==> config.mk <==
export PLATFORM = sky130hd
export DESIGN_NAME = vmem_sequencer
export DESIGN_NICKNAME = d
export VERILOG_FILES = /design/src/rtl/vec_pkg.sv /design/src/rtl/vmem_rd_tracker.sv /design/src/rtl/vmem_sequencer.sv
export SDC_FILE = /design/constraint.sdc
export NUM_CORES = 1
export LEC_CHECK = 0
export ABC_AREA = 1
export BUFFER_PORTS_ARGS = -buffer_cell sky130_fd_sc_hd__buf_2
export CAP_MARGIN = 30
export CORE_ASPECT_RATIO = 0.6
export CORE_MARGIN = 8
export CORE_UTILIZATION = 50
export CTS_CLUSTER_DIAMETER = 200
export DETAILED_ROUTE_END_ITERATION = 7
export PLACE_DENSITY = 0.82
export SLEW_MARGIN = 30
export SYNTH_ARGS = -nofsm -noshare
export SYNTH_HDL_FRONTEND = slang
export SYNTH_SLANG_ARGS = --single-unit
==> constraint.sdc <==
create_clock -name clock -period 2.1 [get_ports clock]
set_input_delay 0.21 -clock clock [delete_from_list [all_inputs] [get_ports clock]]
set_output_delay 0.21 -clock clock [all_outputs]
set_load 0.01 [all_outputs]
==> src/rtl/vec_pkg.sv <==
// Shared encodings for the vector load/store sequencer: FSM states, lane count
// and the MemIn / VoutSel mux codes.
package vec_pkg;

  localparam int LANES  = 4;
  localparam int LANE_W = $clog2(LANES);

  localparam logic [2:0] SCALAR_SEL = 3'd4;

  localparam logic VOUT_ALU = 1'b0;
  localparam logic VOUT_MEM = 1'b1;

  localparam logic [2:0] ST_IDLE     = 3'd0;
  localparam logic [2:0] ST_WAIT_GNT = 3'd1;
  localparam logic [2:0] ST_ISSUE    = 3'd2;
  localparam logic [2:0] ST_DRAIN    = 3'd3;
  localparam logic [2:0] ST_DONE     = 3'd4;

endpackage

==> src/rtl/vmem_rd_tracker.sv <==
// Tracks outstanding memory reads as a READ_LATENCY-deep {valid, lane} shift
// register; the final stage decodes into the one-hot T-register load enables.
import vec_pkg::*;

module vmem_rd_tracker #(
  parameter int READ_LATENCY = 1
) (
  input  logic              clk_i,
  input  logic              rst_ni,
  input  logic              valid_i,
  input  logic [LANE_W-1:0] lane_i,
  output logic [LANES-1:0]  t_load_o,
  output logic              empty_o,
  output logic              last_o
);

  logic [READ_LATENCY-1:0] vld_q;
  logic [LANE_W-1:0]       lane_q [READ_LATENCY];
  logic                    upstream_vld;

  always_ff @(posedge clk_i or negedge rst_ni) begin
    if (!rst_ni) begin
      vld_q <= '0;
      for (int i = 0; i < READ_LATENCY; i++) lane_q[i] <= '0;
    end else begin
      vld_q[0]  <= valid_i;
      lane_q[0] <= lane_i;
      for (int i = 1; i < READ_LATENCY; i++) begin
        vld_q[i]  <= vld_q[i-1];
        lane_q[i] <= lane_q[i-1];
      end
    end
  end

  // last_o: nothing is queued behind the final stage, so the pipeline is
  // empty after this edge unless a new read enters.
  always_comb begin
    upstream_vld = 1'b0;
    for (int i = 0; i < READ_LATENCY - 1; i++) upstream_vld = upstream_vld | vld_q[i];
  end

  assign t_load_o = vld_q[READ_LATENCY-1] ? (LANES'(1) << lane_q[READ_LATENCY-1]) : '0;
  assign empty_o  = ~|vld_q;
  assign last_o   = ~upstream_vld;

endmodule

==> src/rtl/vmem_sequencer.sv <==
// Sequences the four byte accesses of a VLOAD/VSTORE over the shared 8-bit
// memory port and steers the T-register loads, MemIn lane select and VoutSel.
import vec_pkg::*;

module vmem_sequencer #(
  parameter int ADDR_W       = 8,
  parameter int READ_LATENCY = 1,
  parameter int SEL_W        = 3
) (
  input  logic              clock,
  input  logic              reset,
  input  logic              start,
  input  logic              is_store,
  input  logic [ADDR_W-1:0] base_addr,
  input  logic              mem_gnt,
  output logic              mem_req,
  output logic [ADDR_W-1:0] mem_addr,
  output logic              mem_read,
  output logic              mem_write,
  output logic [SEL_W-1:0]  mem_in_sel,
  output logic              vout_sel,
  output logic [LANES-1:0]  t_load,
  output logic              vrf_write,
  output logic              busy,
  output logic              done,
  output logic [2:0]        dbg_state
);

  // Handshake: mem_req is held from WAIT_GNT through the last ISSUE cycle; an
  // access happens only in ISSUE cycles where mem_gnt is sampled high, and a
  // low mem_gnt stalls the sequence without losing any lane.

  logic [2:0]        state_q, state_d;
  logic [LANE_W-1:0] cnt_q, cnt_d;
  logic              store_q, store_d;
  logic [ADDR_W-1:0] base_q, base_d;
  logic [ADDR_W-1:0] last_addr_q, last_addr_d;

  logic              issue;
  logic              last_lane;
  logic [ADDR_W-1:0] issue_addr;
  logic              rd_empty;
  logic              rd_last;

  assign issue      = (state_q == ST_ISSUE) && mem_gnt;
  assign last_lane  = (cnt_q == LANE_W'(LANES - 1));
  assign issue_addr = base_q + ADDR_W'(cnt_q);

  always_comb begin
    state_d     = state_q;
    cnt_d       = cnt_q;
    store_d     = store_q;
    base_d      = base_q;
    last_addr_d = last_addr_q;
    case (state_q)
      ST_IDLE: begin
        if (start) begin
          store_d = is_store;
          base_d  = base_addr;
          cnt_d   = '0;
          state_d = ST_WAIT_GNT;
        end
      end
      ST_WAIT_GNT: begin
        if (mem_gnt) state_d = ST_ISSUE;
      end
      ST_ISSUE: begin
        if (issue) begin
          cnt_d       = cnt_q + LANE_W'(1);
          last_addr_d = issue_addr;
          if (last_lane) state_d = store_q ? ST_DONE : ST_DRAIN;
        end
      end
      ST_DRAIN: begin
        if (rd_last) state_d = ST_DONE;
      end
      ST_DONE: state_d = ST_IDLE;
      default: state_d = ST_IDLE;
    endcase
  end

  always_ff @(posedge clock or negedge reset) begin
    if (!reset) begin
      state_q     <= ST_IDLE;
      cnt_q       <= '0;
      store_q     <= 1'b0;
      base_q      <= '0;
      last_addr_q <= '0;
    end else begin
      state_q     <= state_d;
      cnt_q       <= cnt_d;
      store_q     <= store_d;
      base_q      <= base_d;
      last_addr_q <= last_addr_d;
    end
  end

  vmem_rd_tracker #(
    .READ_LATENCY (READ_LATENCY)
  ) u_rd_tracker (
    .clk_i    (clock),
    .rst_ni   (reset),
    .valid_i  (issue && !store_q),
    .lane_i   (cnt_q),
    .t_load_o (t_load),
    .empty_o  (rd_empty),
    .last_o   (rd_last)
  );

  assign mem_req    = (state_q == ST_WAIT_GNT) || (state_q == ST_ISSUE);
  assign mem_read   = issue && !store_q;
  assign mem_write  = issue && store_q;
  assign mem_addr   = issue ? issue_addr : last_addr_q;
  assign mem_in_sel = (issue && store_q) ? SEL_W'(cnt_q) : SEL_W'(SCALAR_SEL);

  // VoutSel stays on memory across grant stalls between load lanes.
  assign vout_sel = (!store_q && (((state_q == ST_ISSUE) && (issue || cnt_q != '0)) ||
                                  ((state_q == ST_DRAIN) && !rd_empty)))
                    ? VOUT_MEM : VOUT_ALU;

  assign busy      = (state_q != ST_IDLE);
  assign done      = (state_q == ST_DONE);
  assign vrf_write = (state_q == ST_DONE) && !store_q;
  assign dbg_state = state_q;

endmodule
# After elaboration in Yosys (flattened, before gate mapping)
# Cells that the tools add are included.
# W data, S select, Z words.
dict set report word_totals {
  output_inout_bits 25
  ff_bits 25
  word_cells 50
}
dict set report classes {
  n_mux 13
  reduce_logical 18
  add_sub_neg 2
  n_eq_ne 9
  n_shift 1
}
# op count
set op_table {}
lappend op_table {{$mux W3} 6}
lappend op_table {{$pmux W3 S4} 1}
lappend op_table {{$add A8 B2 Y8} 1}
lappend op_table {{$mux W8} 1}
lappend op_table {{$ne A2 B2 Y1 const B} 4}
lappend op_table {{$logic_and A1 B1 Y1} 7}
lappend op_table {{$eq A3 B2 Y1 const B} 2}
lappend op_table {{$mux W2} 2}
lappend op_table {{$mux W4} 1}
lappend op_table {{$pmux W2 S2} 1}
lappend op_table {{$reduce_and A4 Y1} 1}
lappend op_table {{$reduce_bool A2 Y1} 2}
lappend op_table {{$shl A1 B2 Y4 const A} 1}
lappend op_table {{$eq A3 B1 Y1 const B} 1}
lappend op_table {{$eq A3 B3 Y1 const B} 1}
lappend op_table {{$logic_not A3 Y1} 1}
lappend op_table {{$logic_or A1 B1 Y1} 3}
lappend op_table {{$reduce_and A3 Y1} 1}
lappend op_table {{$reduce_bool A3 Y1} 1}
lappend op_table {{$add A2 B1 Y2 const B} 1}
lappend op_table {{$eq A2 B2 Y1 const B} 1}
lappend op_table {{$reduce_and A2 Y1} 1}
lappend op_table {{$logic_not A1 Y1} 1}
lappend op_table {{$mux W1} 1}

# Depth between registers and ports, before layout
# Gate-level depths: netlist (run 1).
dict set report logic_depth {
  word_depth 7
  ltp_mapped 9
  ltp_nobuf 9
}

# Hierarchy
# A second synthesis (run 1) with hierarchy kept.
dict set report hier_totals {
  cells_unflattened 165
  hier_area_um2 1365.1
}
# mod instances cells_per_inst area_each_um2
set by_module_without_submodules {}
lappend by_module_without_submodules {vmem_sequencer 1 151 1244.9}
lappend by_module_without_submodules {vmem_rd_tracker 1 14 120.1}

# Worst setup path before layout (run 1)
# Ideal clock, no wire load.
dict set report synth_timing {
  kind {register -> output}
  from {register cnt_q[0]}
  to {output port mem_addr[4]}
  path_stages_with_launch 8
  n_path_buf 0
  required_ns 1.890
  setup_slack_ns 0.293
  arrival_time_ns 1.597
  cell_sequence {dfrtp_1 -> ha_1 -> inv_1 -> fa_1 -> nor2_1 -> nand2_1 -> xor2_1 -> o21ai_0}
}
dict set report synth_between {
  elab_chain_len 2
}
# element line_no
set synth_rtl {}
lappend synth_rtl {{from (decl)} vmem_sequencer.sv:34} ;# logic [LANE_W-1:0] cnt_q, cnt_d;
lappend synth_rtl {{from (signal assigned)} vmem_sequencer.sv:91} ;# cnt_q <= cnt_d;
lappend synth_rtl {{$add A8 B2 Y8} vmem_sequencer.sv:47} ;# assign issue_addr = base_q + ADDR_W'(cnt_q);
lappend synth_rtl {{$mux W8} n/a}
lappend synth_rtl {{to (decl)} vmem_sequencer.sv:17} ;# output logic [ADDR_W-1:0] mem_addr,
# No other way between the ends.

# Final worst setup path (run 1)
dict set report layout_timing {
  from {register base_q[0]}
  to {output port mem_addr[6]}
}
dict set report layout_between {
  elab_chain_len 2
}
# element line_no
set layout_rtl {}
lappend layout_rtl {{from (decl)} vmem_sequencer.sv:36} ;# logic [ADDR_W-1:0] base_q, base_d;
lappend layout_rtl {{from (signal assigned)} vmem_sequencer.sv:93} ;# base_q <= base_d;
lappend layout_rtl {{$add A8 B2 Y8} vmem_sequencer.sv:47}
lappend layout_rtl {{$mux W8} n/a}
# No other way between the ends.

==> impl_metrics.csv, run 1 <==
group,metric,value,unit
clock_tree,htreeDepth,1,
synth,synth_area_per_cell,8.056,um2
route,ant_nets,0,
timing,rsz0062_at_grt,"yes",
route,drt-total-wl,3073,um
route,drc,0,
flow_run,maxCapViolations,0,
power,p_leak,0.9356,nW
timing,holdWs,165.7,ps
floorplanning,dieHeight,56.66,um
setup_path,critPathCaptureType,"output pin",
global_routing,grt-ovfl-total,0,
global_routing,grt_use_total,0.1318,
global_routing,antenna_found_initial,0,
setup_path,cp-startpoint,"base_q[0]$_DFFE_PN0P_",
place,place_ws,166.2,ps
min_path,hold_class,"in -> reg",
route,first_iter_violations,70,
timing,max_freq,485.4,MHz
setup_path,required,1890,ps
cells_and_area,layout_common_cells,"nand2_1 (49), buf_2 (37), dfrtp_1 (25)",
power,internal_power,0.001268,W
timing,drv_slew,0,
min_path,hold_end,"base_q[6]$_DFFE_PN0P_",
power,p_total,0.002305,W
setup_path,r2r-end,"last_addr_q[6]$_DFFE_PN0N_",
floorplanning,core,0.002557,mm2
power,ir_drop,0.0006866,V
cells_and_area,antenna_cells,0,
cells_and_area,mostFrequentLayoutCell,"nand2_1",
synth,yosys_warnings,0,
route,drt-wirelength-per-cell,12.44,um
place,postPlaceCellArea,0.001580,mm2
synth,synthDistinctLibCells,27,
cells_and_area,register_area,625.6,um2
synth,synth_top_area_share,0.4541,
floorplanning,die_w,83.77,um
timing,skew,4.628,ps
cells_and_area,drive_above_1_share,0.2930,
min_path,hp-start,"base_addr[6]",
power,pwr-share-clk,0.122,
clock_tree,insertion_delay,270,ps
synth,synthCells,171,
cells_and_area,fillers,226,
cells_and_area,multi_input_area,648.1,um2
synth,synth_area_leaders,"dfrtp_1 (45%), nand2_1 (14%), nand3_1 (5.8%)",
place,io_buffers,37,
setup_path,reg2reg_setup_slack,540,ps
clock_tree,clock_sinks,25,
route,vias,1223,
global_routing,grt_max_degree,26,
synth,synth_largest_area_cell,"dfrtp_1",
floorplanning,rows,14,
timing,setup-violations-final,0,
cells_and_area,syn_to_final_growth,21.43,%
cells_and_area,stdcell_area,0.001673,mm2
power,power_density,1378,mW/mm2
timing,worst_pin_slew,551.0,ps
clock_tree,cts_root_buf,"clkbuf_8",
synth,synth_area,0.001378,mm2
place,gp_congestion,0.8710,
clock_tree,cts_tree,"done",
timing,relSlewSlack,0.6327,
route,drtPass1Iterations,4,
setup_path,crit_fanout,3,
power,sw_frac_of_total,0.4500,
clock_tree,cts_buffers,3,
timing,period_share,0.9811,
timing,fin_ws,39.70,ps
power,combPwrFrac,0.505,
route,viasPerCell,4.951,
setup_path,startpoint_type,"register",
floorplanning,dieArea,0.004746,mm2
timing,hold_viol,0,
power,power.switching,0.001037,W
global_routing,grt_pass1_vias,1095,
setup_path,reg2reg_depth,9,
setup_path,critPathArrivalTime,1850,ps
floorplanning,start_util,0.5386,
clock_tree,path_clk_slew,80,ps
clock_tree,clockBufferDepth,2,
floorplanning,ios,38,
power,seq_power_share,0.372,
cells_and_area,final_nets,234,
synth,synth_seq_area_share,0.4541,
place,dp.final_hpwl,2452,um
timing,min_period,2060,ps
synth,synth_nets,189,
setup_path,crit-reg2reg-launch,"base_q[0]$_DFFE_PN0P_",
synth,synth-seq-cells,25,
outcome,status,"complete, no violations",
global_routing,grt_pass1_wl,5133,um
setup_path,crit_type,"reg -> out",
min_path,whs_path_depth,3,
## critical path, cell delays in order, from the launching register on
cell and delay (ps):
dfrtp_1 360, ha_2 190, inv_2 40, fa_2 330, nor2_1 110, nand2_1 100, nor2_1 100, nand2_1 50
nand3_1 110, nand2_1 50, buf_2 130
## synthesized netlist by cell type (all sizes together)
cell    count
xor2        2
nand4       2
a31oi       2
buf         2
inv        23
ha          4
nand2      54
nor2       19
dfrtp      25
nand3      17
fa          1
nor4        1
o21ai       7
a21oi       6
o21bai      1
nor3        5
## worst max-delay path by stage
| stage | to | cells after the start |
|---|---|---|
| floorplan | mem_addr[4] | 7 |
| global placement | mem_addr[4] | 8 |
| detailed placement | mem_addr[4] | 8 |
| CTS | mem_addr[4] | 8 |
| global route | mem_addr[6] | 9 |
| finish | mem_addr[6] | 10 |
## kinds of logic after synthesis
logic type | Yosys count | share of synthesized area
fa+ha+maj | 5 | 0.05086
buf+inv | 25 | 0.08084
flops | 25 | 0.4541
compound gates | 16 | 0.06993
xor+xnor | 2 | 0.01272
simple gates | 98 | 0.3315
## power by group through the flow
stage	clock network, W	registers [W]	logic (W)
floorplan	0	0.000840	0.000815
global placement	0	0.000864	0.00111
detailed placement	0	0.000877	0.00112
CTS	0.000291	0.000856	0.00118
global route	0.000308	0.000887	0.00134
finish	0.000281	0.000859	0.00117
## routing by layer
metal,vias to the layer above,global-route usage,part of all wire
met4,0,0.04401,0.012
met1,551,0.1763,0.50
met5,-,0,0
li1,638,-,-
met3,4,0.05036,0.068
met2,30,0.1884,0.42
## metrics by stage
stage,utilization,TNS [ps],instances
6_report,0.6541,0,247
5_1_grt,0.6541,-160.3,247
4_1_cts,0.6502,0,246
3_5_place_dp,0.6179,0,238
3_3_place_gp,0.6179,0,238
2_1_floorplan,-,0,171
## final cells by class
class                           instances  area share
Sequential cell                        25      0.3740
Clock buffer                            4     0.02693
Tap cell                               32     0.02393
Inverter                               23     0.05310
Timing Repair Buffer                   42      0.1346
Multi-Input combinational cell        121      0.3874
## timing repair
action                                 in CTS  in global routing
hold buffers                                1                  0
setup endpoints to repair                   2                  3
endpoints found under the hold margin      25                  0
gates resized for setup                     2                  3
pin swaps                                   0                  1
setup buffers                               3                  1
## state kept, by name, summed over array words and instances, names as in the netlist
signal / cells
base_q: 8
last_addr_q: 8
dbg_state: 3
cnt_q: 2
u_rd_tracker.lane_q: 2
store_q: 1
u_rd_tracker.vld_q: 1
Power figures use the tool's default switching activity.
==> run 2: changes to the inputs <==
--- a/config.mk
+++ b/config.mk
@@ -14,6 +14,7 @@
 export CTS_CLUSTER_DIAMETER = 200
 export DETAILED_ROUTE_END_ITERATION = 7
 export PLACE_DENSITY = 0.82
+export REMOVE_ABC_BUFFERS = 1
 export SLEW_MARGIN = 30
 export SYNTH_ARGS = -nofsm -noshare
 export SYNTH_HDL_FRONTEND = slang
==> run 2 against run 1 <==
Hold slack better by 8.4 ps. Sequential power rose by 0.8%. Via count up 4.3%. Critical path type unchanged. Design area rose by 2.6%. First-iteration DRC count rose by 140%. Clock skew increased by 4.3 ps. Sequential share of layout area is 0.95 points lower.
==> impl_metrics.csv, run 2 (synthesized netlist as in run 1, its figures left out) <==
group,metric,value,unit
clock_tree,clock_sinks,25,
route,drt-wirelength-per-cell,13.38,um
min_path,hold_end,"base_q[6]$_DFFE_PN0P_",
cells_and_area,layout_common_cells,"nand2_1 (47), buf_2 (36), dfrtp_1 (25)",
floorplanning,start_util,0.5386,
setup_path,r2r-end,"last_addr_q[6]$_DFFE_PN0N_",
min_path,hold_class,"in -> reg",
clock_tree,htreeDepth,1,
timing,min_period,2100,ps
route,first_iter_violations,171,
power,pwr-share-clk,0.117,
place,io_buffers,37,
clock_tree,cts_tree,"done",
timing,skew,8.964,ps
power,ir_drop,0.0008002,V
clock_tree,cts_root_buf,"clkbuf_8",
cells_and_area,drive_above_1_share,0.3333,
route,drt-total-wl,3317,um
global_routing,antenna_found_initial,0,
route,ant_nets,0,
global_routing,grt_pass1_wl,5623,um
route,vias,1276,
setup_path,required,1890,ps
power,internal_power,0.001296,W
flow_run,maxCapViolations,0,
setup_path,critPathArrivalTime,1890,ps
place,gp_congestion,0.8477,
cells_and_area,antenna_cells,0,
timing,drv_slew,0,
timing,hold_viol,0,
place,place_ws,171.1,ps
route,drtPass1Iterations,4,
power,p_leak,0.9476,nW
setup_path,cpMaxStageDelayCell,"dfrtp_1",
timing,setup-violations-final,0,
min_path,whs_path_depth,3,
timing,fin_ws,0.2500,ps
global_routing,grt_pass1_vias,1208,
floorplanning,rows,14,
setup_path,crit_path_max_incr_delay,380,ps
cells_and_area,mostFrequentLayoutCell,"nand2_1",
timing,rsz0062_at_grt,"yes",
clock_tree,cts_buffers,3,
clock_tree,clockBufferDepth,2,
global_routing,grt_max_degree,26,
setup_path,crit_fanout,3,
power,sw_frac_of_total,0.4587,
cells_and_area,utilization,0.6712,
timing,relSlewSlack,0.6292,
setup_path,crit_chain,"ha_2 -> inv_2 -> fa_2 -> nor2_2 -> nand2_2 -> nor2_2 -> nand2_1 -> nand3_2 -> nand2_2 -> buf_6",
setup_path,crit_type,"reg -> out",
setup_path,crit-reg2reg-launch,"base_q[0]$_DFFE_PN0P_",
power,power.switching,0.001099,W
setup_path,reg2reg_setup_slack,510,ps
clock_tree,path_clk_slew,80,ps
floorplanning,core,0.002557,mm2
floorplanning,dieHeight,56.66,um
timing,worst_pin_slew,556.1,ps
power,power_density,1395,mW/mm2
floorplanning,die_w,83.77,um
cells_and_area,fillers,222,
cells_and_area,final_nets,235,
floorplanning,dieArea,0.004746,mm2
setup_path,reg2reg_depth,9,
global_routing,grt_use_total,0.1409,
setup_path,critPathCaptureType,"output pin",
cells_and_area,syn_to_final_growth,24.61,%
timing,max_freq,476.2,MHz
global_routing,grt-ovfl-total,0,
clock_tree,insertion_delay,270,ps
outcome,status,"complete, no violations",
route,drc,0,
power,seq_power_share,0.362,
setup_path,startpoint_type,"register",
route,viasPerCell,5.145,
power,combPwrFrac,0.521,
timing,period_share,0.9999,
min_path,hp-start,"base_addr[6]",
place,dp.final_hpwl,2520,um
floorplanning,ios,38,
run 2: metrics by stage:
stage                     instances  power, W  setup TNS [ps]  cell area (um2)  hold slack, ps
after floorplan                 169  0.001629               0             1355          -85.59
after global placement          238  0.001966               0             1580           226.9
after detailed placement        238  0.002008               0             1580           229.5
after CTS                       245  0.002316               0             1654           176.1
after global routing            248  0.002610          -254.2             1717           188.1
final                           248  0.002395               0             1717           174.1
run 2: repair_timing:
action                                  in CTS  in global routing
endpoints found under the setup margin       2                  5
gates resized for setup                      1                 12
hold endpoints to repair                    25                  0
pin swaps                                    0                  5
buffers inserted                             2                  3
hold buffers                                 1                  0
run 2: power groups by stage:
stage	logic, W	clock network (W)	registers, W
after global routing	0.00141	0.000304	0.000894
after CTS	0.00118	0.000286	0.000853
final	0.00125	0.000280	0.000866
after floorplan	0.000789	0	0.000840
after global placement	0.00110	0	0.000863
after detailed placement	0.00113	0	0.000874
run 2: routing by layer:
| metal | global-route usage | share of wire |
|---|---|---|
| met1 | 0.1878 | 0.46 |
| met2 | 0.2147 | 0.46 |
| met3 | 0.04173 | 0.071 |
| met4 | 0.03912 | 0.0090 |
| met5 | 0 | 0 |
run 2: worst max path at each step:
stage / start / to / slack, ps / depth (start not counted)
final: base_q[0]$_DFFE_PN0P_ / mem_addr[6] / 0.3 / 10
after detailed placement: cnt_q[0]$_DFFE_PN0P_ / mem_addr[6] / 170 / 10
after global routing: base_q[0]$_DFFE_PN0P_ / mem_addr[6] / -120 / 10
after CTS: cnt_q[0]$_DFFE_PN0P_ / mem_addr[6] / 3 / 10
after floorplan: cnt_q[0]$_DFFE_PN0P_ / mem_addr[4] / 290 / 7
after global placement: cnt_q[0]$_DFFE_PN0P_ / mem_addr[4] / 240 / 8
run 2: area by class of cell:
| class | count | area, um2 | share of cell area |
|---|---|---|---|
| well taps | 32 | 40.04 | 0.02332 |
| repair buffers | 43 | 239.0 | 0.1392 |
| clock buffers | 3 | 41.29 | 0.02405 |
| multi-input cells | 121 | 676.9 | 0.3943 |
| clock inverters | 1 | 5.005 | 0.002915 |
| inverters | 23 | 88.84 | 0.05175 |
| flip-flops and latches | 25 | 625.6 | 0.3644 |
run 2: worst max-delay path, delay by kind of cell (launching register included):
family / cells / cell delay (ps)
adders and majority gates: 2 / 550
buffers and inverters: 2 / 160
DFF: 1 / 380
and+or+nand+nor: 6 / 550
